===== config.mk =====
export PLATFORM = sky130hd
export DESIGN_NAME = pipeline_hazard_ctrl
export DESIGN_NICKNAME = d
export VERILOG_FILES = /design/src/rtl/pipeline_hazard_ctrl.sv
export SDC_FILE = /design/constraint.sdc
export NUM_CORES = 1
export LEC_CHECK = 0
export CORE_MARGIN = 2
export CORE_UTILIZATION = 53
export DETAILED_ROUTE_END_ITERATION = 8
export PLACE_DENSITY = 0.84
export SYNTH_ARGS = -nofsm -noshare
export SYNTH_HDL_FRONTEND = slang
export SYNTH_SLANG_ARGS = --single-unit

===== constraint.sdc =====
create_clock -name clk_i -period 3.8 [get_ports clk_i]
set_input_delay 0.38 -clock clk_i [delete_from_list [all_inputs] [get_ports clk_i]]
set_output_delay 0.38 -clock clk_i [all_outputs]
set_load 0.005 [all_outputs]

===== src/rtl/pipeline_hazard_ctrl.sv =====
// Hazard and sequencing controller for the 5-stage pipeline: load-use stalls, branch/jump
// flushes, whole-pipe freeze during multi-cycle data-memory accesses, stall and timeout tracking.
module pipeline_hazard_ctrl #(
  parameter int MEM_TIMEOUT = 255,
  parameter int CNT_W       = 16
) (
  input  logic             clk_i,
  input  logic             rst_i,
  input  logic [4:0]       ifid_rs_i,
  input  logic [4:0]       ifid_rt_i,
  input  logic             idex_memread_i,
  input  logic [4:0]       idex_rt_i,
  input  logic             branch_taken_i,
  input  logic             jump_i,
  input  logic             dmem_req_i,
  input  logic             dmem_ack_i,
  output logic             pc_write_o,
  output logic             ifid_write_o,
  output logic             ifid_flush_o,
  output logic             idex_bubble_o,
  output logic             pipe_hold_o,
  output logic [1:0]       state_o,
  output logic [CNT_W-1:0] stall_cnt_o,
  output logic             err_timeout_o
);

  typedef enum logic [1:0] {
    RUN      = 2'b00,
    LU_STALL = 2'b01,
    MEM_WAIT = 2'b10
  } state_t;

  localparam logic [CNT_W-1:0] CNT_MAX      = {CNT_W{1'b1}};
  localparam logic [CNT_W-1:0] TIMEOUT_LAST = CNT_W'(MEM_TIMEOUT - 1);

  state_t           state, state_next;
  logic [CNT_W-1:0] wait_cnt;
  logic             lu_hazard;
  logic             mem_stall;

  assign lu_hazard = idex_memread_i && (idex_rt_i != 5'd0) &&
                     ((idex_rt_i == ifid_rs_i) || (idex_rt_i == ifid_rt_i));
  assign mem_stall = dmem_req_i && !dmem_ack_i;

  // LU_STALL reuses the RUN decision but never re-stalls: the bubble already separated the load.
  always_comb begin
    pc_write_o    = 1'b1;
    ifid_write_o  = 1'b1;
    ifid_flush_o  = 1'b0;
    idex_bubble_o = 1'b0;
    pipe_hold_o   = 1'b0;
    state_next    = RUN;
    if (rst_i) begin
      case (state)
        MEM_WAIT: begin
          pc_write_o   = 1'b0;
          ifid_write_o = 1'b0;
          pipe_hold_o  = 1'b1;
          state_next   = dmem_ack_i ? RUN : MEM_WAIT;
        end
        RUN, LU_STALL: begin
          if (mem_stall) begin
            pc_write_o   = 1'b0;
            ifid_write_o = 1'b0;
            pipe_hold_o  = 1'b1;
            state_next   = MEM_WAIT;
          end else if (lu_hazard && (state == RUN)) begin
            pc_write_o    = 1'b0;
            ifid_write_o  = 1'b0;
            idex_bubble_o = 1'b1;
            state_next    = LU_STALL;
          end else if (branch_taken_i || jump_i) begin
            ifid_flush_o = 1'b1;
          end
        end
        default: state_next = RUN;
      endcase
    end
  end

  always_ff @(posedge clk_i or negedge rst_i) begin
    if (!rst_i) begin
      state         <= RUN;
      stall_cnt_o   <= '0;
      wait_cnt      <= '0;
      err_timeout_o <= 1'b0;
    end else begin
      state <= state_next;
      if (!pc_write_o && (stall_cnt_o != CNT_MAX)) begin
        stall_cnt_o <= stall_cnt_o + 1'b1;
      end
      // The error flag sets on the edge that completes the MEM_TIMEOUT-th unacknowledged wait cycle.
      if ((state == MEM_WAIT) && !dmem_ack_i) begin
        if (wait_cnt != CNT_MAX) begin
          wait_cnt <= wait_cnt + 1'b1;
        end
        if (wait_cnt >= TIMEOUT_LAST) begin
          err_timeout_o <= 1'b1;
        end
      end else begin
        wait_cnt <= '0;
      end
    end
  end

  assign state_o = state;

endmodule


---- Word-level counts from Yosys, hierarchy flattened ----
Cells that the tools add are included.
W data, S select, Z words.
word-level totals
  output and inout bits ................... 24
  bits in registers ....................... 35
cells by class
  mux-type cells .......................... 23
  reductions and logical operators ........ 14
  eq/ne operators ......................... 7
  $add $sub $neg .......................... 2
  magnitude comparators ................... 1
operators by type and width
  cell                     number
  $add A16 B1 Y16 const B  2
  $mux W16                 2
  $ne A16 B16 Y1 const B   2
  $ge A16 B8 Y1 const B    1
  $mux W1                  15
  $eq A5 B5 Y1             2
  $logic_and A1 B1 Y1      6
  $mux W2                  3
  $reduce_bool A5 Y1       1
  $pmux W1 S2              2
  $pmux W2 S2              1
  $eq A2 B1 Y1 const B     1
  $eq A2 B2 Y1 const B     1
  $logic_not A1 Y1         2
  $logic_not A2 Y1         1
  $logic_or A1 B1 Y1       2
  $ne A2 B1 Y1 const B     1
  $reduce_and A2 Y1        1
  $reduce_or A2 Y1         1

---- Depth between registers and ports, before layout ----
Gate-level depths: netlist (run 1).
  word-level depth ........................ 10
  depth in mapped cells ................... 7
  gate-level depth less buffers ........... 7

---- Worst setup path after synthesis (run 1) ----
Ideal clock, no wire load.
  path type ............................... input -> output
  from .................................... input port idex_rt_i[1]
  to ...................................... output port pc_write_o
  data arrival time ....................... 1.557 ns
  path slack .............................. 1.863 ns
  stages .................................. 6
  data required time ...................... 3.420 ns
  buffers on the path ..................... 2
  cells stage by stage .................... or4_4 -> o21ai_4 -> o21ai_4 -> buf_4 -> nand2_1 -> buf_4
between the ends
  longest elaborated chain between the ends .. 8
  elaborated cells between the ends (all ways) .. 11
  classes of those cells .................. eq/ne (2); mux (4); reduce/logical (5)
ends and longest elaborated chain
  element                                                           RTL line  text
  start, declared                                                   12        input logic [4:0] idex_rt_i,
  $eq A5 B5 Y1 / $reduce_bool A5 Y1 (equally long branches)         42, 41
  $logic_or A1 B1 Y1 / $logic_and A1 B1 Y1 (equally long branches)  42, 41
  $logic_and A1 B1 Y1 *                                             41        assign lu_hazard = idex_memread_i && (idex_rt_i != 5'd0) &&
  $logic_and A1 B1 Y1 *                                             67        end else if (lu_hazard && (state == RUN)) begin
  $mux W1 * (2 in series)                                           --
  $pmux W1 S2 *                                                     --
  $mux W1 *                                                         --
  end, declared                                                     17        output logic pc_write_o,
Every way passes the cells marked *; elsewhere a longest branch is shown, timed or not.

---- Worst setup path after layout (run 1) ----
  from .................................... input port idex_rt_i[1]
  to ...................................... output port ifid_write_o
between the ends
  longest elaborated chain between the ends .. 8
  elaborated cells between the ends (all ways) .. 11
  classes of those cells .................. eq/ne (2); mux (4); reduce/logical (5)
ends and longest elaborated chain
  element                                                           RTL line  text
  $eq A5 B5 Y1 / $reduce_bool A5 Y1 (equally long branches)         42, 41
  $logic_or A1 B1 Y1 / $logic_and A1 B1 Y1 (equally long branches)  42, 41
  $logic_and A1 B1 Y1 *                                             41
  $logic_and A1 B1 Y1 *                                             67
  $mux W1 *                                                         67
  $mux W1 *                                                         62        if (mem_stall) begin
  $pmux W1 S2 *                                                     54        case (state)
  $mux W1 *                                                         53        if (rst_i) begin
  end, declared                                                     18        output logic ifid_write_o,
Marked as above.

==> flow_metrics.tcl, run 1 <==
set metrics [dict create \
    cts_buffers 5 \
    die_area_um2 4207 \
    cts_setup_buffers 0 \
    cts_resized 0 \
    grtUsageMet3_pct 5.556 \
    finalMaxSlewViolations 0 \
    vias_per_cell 5.257 \
    grt_busiest_layer "met2" \
    finalSetupViolCount 0 \
    clk_path_buf_depth 2 \
    use_met1_pct 25.96 \
    antenna_cells 0 \
    dp.final_hpwl_um 2810 \
    ys_types 37 \
    syn_area_per_cell_um2 9.767 \
    dr_total_vias 1577 \
    grt.total_usage_pct 20.63 \
    holdPathStages 1 \
    synth_top_area_share_pct 44.61 \
    powerDensity_nw_per_um2 345.9 \
    ctsRootBufferMaster "clkbuf_8" \
    synth_common_cells "dfrtp_1, nor2_1, xnor2_1" \
    yosysMostFrequentCell "dfrtp_1" \
    drcViolationCount 0 \
    fillers 276 \
    skew_ns 0.005368 \
    setup_tns_ns 0 \
    min_period_ns 2.840 \
    clkSinkCount 35 \
    syn_inst 201 \
    path_cells "clkdlybuf4s50_1 > or4_4 > o21ai_4 > o21ai_4 > buf_4 > nand2_1 > clkdlybuf4s50_1" \
    syn-num-nets 226 \
    cp.arrival_ns 2.46 \
    rsz0062_at_grt "false" \
    final_nets 276 \
    slowest_stage "or4_4" \
    synthTopCellsByArea "dfrtp_1, xnor2_1, xor2_1, nor2_1, nand4_1" \
    synth_edf_count 0 \
    io-pin-count 46 \
    grt_max_degree 26 \
    max_cap_viol_count 0 \
    required_ns 3.42 \
    synth-seq-cells 35 \
    drt-total-wl_um 3799 \
    yosysTopAreaCell "dfrtp_1" \
    leakage_uw 0.001013 \
    yosysWarnings 0 \
    crit_path_max_incr_delay_ns 0.56 \
    power_uw 880.4 \
    antenna_left 0 \
    gp_congestion 0.8233 \
    hold_buffers 1 \
    critPathTopFamily "buffers and inverters" \
    dieHeight_um 64.86 \
    drtPass1Iterations 4 \
    critPathLaunchType "primary input" \
    synthArstFlopShare_pct 100.0 \
    min_period_over_period_pct 74.74 \
    cp.buffers_inverters 3 \
    core_area_um2 3606 \
    area_growth_pct 29.64 \
    grt_pass1_vias 1562 \
    worstMarginPinSlew_ns 0.4625 \
    rrSetupSlack_ns 1.93 \
    crit_path_max_fanout 16 \
    hold_class "reg -> reg" \
    grt_pass1_wl_um 6775 \
    grtUsageMet2_pct 34.15 \
    antenna_found_initial 0 \
    synth_ff_type "dfrtp_1" \
    h-tree-depth 2 \
    placementRows 22 \
    relSlewSlack_pct 68.93 \
    dieWidth_um 64.86 \
    hold_viol_final 0 \
    cts.clk_slew.worst_paths_ns 0.07 \
    start_util_pct 54.44 \
    endpoint_kind "primary output" \
    ir_worst_vdd_mv 0.2546 \
    critical_path_class "in -> out" \
    status "completed" \
    grt-ovfl-total 0 \
    layout-drive-gt1-share_pct 8.730 \
    tritoncts "done" \
    insertion_delay_ns 0.29 \
    max_freq_ghz 0.3521 \
    port-buffer-count 45 \
    cp.depth 7 \
    synth.yosys.seq_area_share_pct 44.61 \
    initialDrtViolationCount 54 \
    syn_area_um2 1963 \
    avgRoutedWirePerCell_um 12.66 \
    worstRegToRegCells 5 \
]
-- worst reg2reg max path: stages, from the launching register on --
cell     delay [ns]
dfrtp_1        0.44
nand4_1        0.17
or2_1          0.28
or3_4          0.39
and3_4         0.20
mux2_4         0.29
-- layout by cell type, fill, tap and decap left out, types with 5 or more instances in the layout --
cell type	n
xor2_1	16
dfrtp_1	35
nand3_1	12
nor3_1	8
clkdlybuf4s50_1	44
nand4_1	13
xnor2_1	22
and3_1	5
nand2_1	13
clkbuf_8	5
nor2_1	29
nand2b_1	5
-- sequential cells by signal, indices dropped and copies added (netlist names) --
name,flops
wait_cnt,16
state_o,2
err_timeout_o,1
stall_cnt_o,16
-- cell type report --
cell class                      count  area (µm²)  share of cell area, %
Multi-Input combinational cell    157        1039                  40.81
Timing Repair Buffer               48       470.5                  18.49
Inverter                            4       15.01                 0.5900
Tap cell                           48       60.06                  2.360
Sequential cell                    35       875.8                  34.41
Clock inverter                      2       12.51                 0.4916
Clock buffer                        6       72.57                  2.852
-- cell families after synthesis --
kind of cell	count (synthesis)	synth area share [%]
buf+inv	9	2.485
xor+xnor	38	16.95
simple gates	100	26.90
compound gates	15	6.374
fa+ha+maj	3	1.912
flops	35	44.61
mux	1	0.7646
-- stage by stage --
stage          util [%]  instance area, µm²  instances  hold WS (ns)  worst slack (ns)
6_report          70.58                2545        300        0.4664            0.9598
5_1_grt           70.58                2545        300        0.5018            0.8797
4_1_cts           70.58                2545        300        0.4744            0.9517
3_5_place_dp      67.94                2450        291        0.3054            0.9520
3_3_place_gp      67.94                2450        291        0.3008            0.9716
2_1_floorplan         -                1963        201       0.08441             1.863
-- worst paths after layout --
kind / from / end
worst min-delay path: err_timeout_o / err_timeout_o
worst min register to register: err_timeout_o / err_timeout_o
max in group asynchronous: rst_i / wait_cnt[9]
min in group asynchronous: rst_i / stall_cnt_o[8]
worst max-delay path: idex_rt_i[1] / ifid_write_o
worst max register to register: stall_cnt_o[6] / stall_cnt_o[1]
-- layer usage --
metal  wire length, µm  vias to the layer above
met5                 0                        -
met4                45                        0
met3               152                        5
met2              1847                       31
met1              1753                      752
li1                  -                      789
-- power by group --
| part | internal [µW] | switching, µW |
|---|---|---|
| Clock | 128 | 134 |
| Combinational | 112 | 72.2 |
| Sequential | 399 | 35.2 |
Power figures use the tool's default switching activity.
==> run 2, diff against run 1 <==
--- a/config.mk
+++ b/config.mk
@@ -6,9 +6,9 @@
 export NUM_CORES = 1
 export LEC_CHECK = 0
 export CORE_MARGIN = 2
-export CORE_UTILIZATION = 53
+export CORE_UTILIZATION = 45
 export DETAILED_ROUTE_END_ITERATION = 8
-export PLACE_DENSITY = 0.84
+export PLACE_DENSITY = 0.76
 export SYNTH_ARGS = -nofsm -noshare
 export SYNTH_HDL_FRONTEND = slang
 export SYNTH_SLANG_ARGS = --single-unit
==> constraint.sdc (replaced) <==
create_clock -name clk_i -period 2.4 [get_ports clk_i]
set_input_delay 0.24 -clock clk_i [delete_from_list [all_inputs] [get_ports clk_i]]
set_output_delay 0.24 -clock clk_i [all_outputs]
set_load 0.005 [all_outputs]
==> flow_metrics.tcl, run 2 (same netlist as run 1, synthesis figures left out) <==
set metrics [dict create \
    skew_ns 0.003377 \
    antenna_found_initial 0 \
    finalSetupViolCount 0 \
    critPathTopFamily "buffers and inverters" \
    rrSetupSlack_ns 0.53 \
    path_cells "clkdlybuf4s50_1 > or4_4 > o21ai_4 > buf_4 > o21ai_4 > nand2_1 > dlygate4sd2_1" \
    io-pin-count 46 \
    crit_path_max_incr_delay_ns 0.56 \
    switching_share_pct 26.99 \
    dp.final_hpwl_um 3186 \
    clkSinkCount 35 \
    endpoint_kind "primary output" \
    insertion_delay_ns 0.28 \
    layout_commonest_cell "clkdlybuf4s50_1" \
    min_period_over_period_pct 88.36 \
    grt_pass1_wl_um 7031 \
    vias_per_cell 5.106 \
    worst_hold_slack_ns 0.3670 \
    critical_path_class "in -> out" \
    power.internal_uw 1018 \
    status "completed" \
    crit_path_max_fanout 3 \
    finalInstanceArea_um2 2608 \
    max_cap_viol_count 0 \
    drt-total-wl_um 4110 \
    p_comb_share_pct 21.5 \
    gp_congestion 0.8278 \
    ir_worst_vdd_mv 0.4502 \
    cts_buffers 5 \
    worstMarginPinSlew_ns 0.5071 \
    min_period_ns 2.121 \
    slowest_stage "or4_4" \
    dieWidth_um 70.05 \
    critPathLaunchType "primary input" \
    setup_tns_ns 0 \
    port-buffer-count 45 \
    cp.arrival_ns 1.88 \
    place_area_um2 2515 \
    hold_viol_final 0 \
    final_util_pct 61.15 \
    powerDensity_nw_per_um2 534.7 \
    clk_path_buf_depth 2 \
    grt_pass1_vias 1560 \
    rsz0062_at_grt "false" \
    dr_total_vias 1593 \
    final_nets 284 \
    relSlewSlack_pct 66.19 \
    leakage_uw 0.001077 \
    cts_setup_buffers 0 \
    switchingPower_uw 376.4 \
    hold_class "in -> async" \
    required_ns 2.16 \
    clockPowerShare_pct 29.1 \
    start_util_pct 46.04 \
    tritoncts "done" \
    layout-drive-gt1-share_pct 11.15 \
    power_frac_seq_pct 49.4 \
    grt.total_usage_pct 17.73 \
    die_area_um2 4907 \
    placementRows 24 \
    dieHeight_um 70.05 \
    area_growth_pct 32.82 \
    core_area_um2 4264 \
    grt-ovfl-total 0 \
    max_freq_ghz 0.4715 \
    initialDrtViolationCount 51 \
    antenna_left 0 \
    drtPass1Iterations 4 \
    drcViolationCount 0 \
    h-tree-depth 2 \
    crit_top_cell "o21ai_4" \
    final_cell_mix "clkdlybuf4s50_1, dfrtp_1, nor2_1" \
    finalMaxSlewViolations 0 \
    antenna_cells 0 \
    grt_max_degree 17 \
    cts.clk_slew.worst_paths_ns 0.06 \
    ctsRootBufferMaster "clkbuf_8" \
    cp.buffers_inverters 3 \
    avgRoutedWirePerCell_um 13.17 \
]
run 2: final timing paths:
kind,endpoint,start,cells after the start
hold / removal,err_timeout_o,rst_i,2
setup / recovery,ifid_write_o,idex_rt_i[1],7
max in group asynchronous,stall_cnt_o[14],rst_i,3
setup reg to reg,stall_cnt_o[1],stall_cnt_o[6],5
min in group clk_i,err_timeout_o,err_timeout_o,1
hold reg to reg,err_timeout_o,err_timeout_o,1
run 2: routing by layer:
layer / vias to the layer above / global-route usage, % / share of wire, %
met3: 9 / 3.752 / 3.1
met5: - / 0 / 0
met4: 0 / 5.983 / 1.4
met1: 748 / 23.01 / 46
met2: 27 / 29.52 / 49
li1: 809 / - / -
run 2: cell type report:
type | count | area, µm²
clock buffers | 7 | 76.32
multi-input cells | 157 | 1039
inverters | 4 | 15.01
fillers | 388 | 1657
clock inverters | 1 | 5.005
flip-flops and latches | 35 | 875.8
well taps | 52 | 65.06
repair buffers | 56 | 531.8
run 2: timing repair:
item / in CTS / in global routing
endpoints found under the setup margin: 3 / 2
gates resized for setup: 3 / 2
hold buffers: 1 / 0
pin swaps: 1 / 0
hold endpoints to repair: 7 / 0
run 2: through the flow:
stage,setup WS (ns),total power [µW],std cells
finish,0.2793,1394,312
global route,0.1590,1454,312
CTS,0.001259,1406,312
detailed placement,-0.03530,999.4,303
global placement,0.0009754,998.9,303
floorplan,0.6518,825.5,201
run 2: power by group through the flow:
| stage | clock network [µW] | registers, µW | logic, µW |
|---|---|---|---|
| 6_report | 405 | 689 | 300 |
| 5_1_grt | 433 | 695 | 326 |
| 4_1_cts | 414 | 687 | 305 |
| 3_5_place_dp | 0 | 696 | 304 |
| 3_3_place_gp | 0 | 697 | 302 |
| 2_1_floorplan | 0 | 693 | 133 |
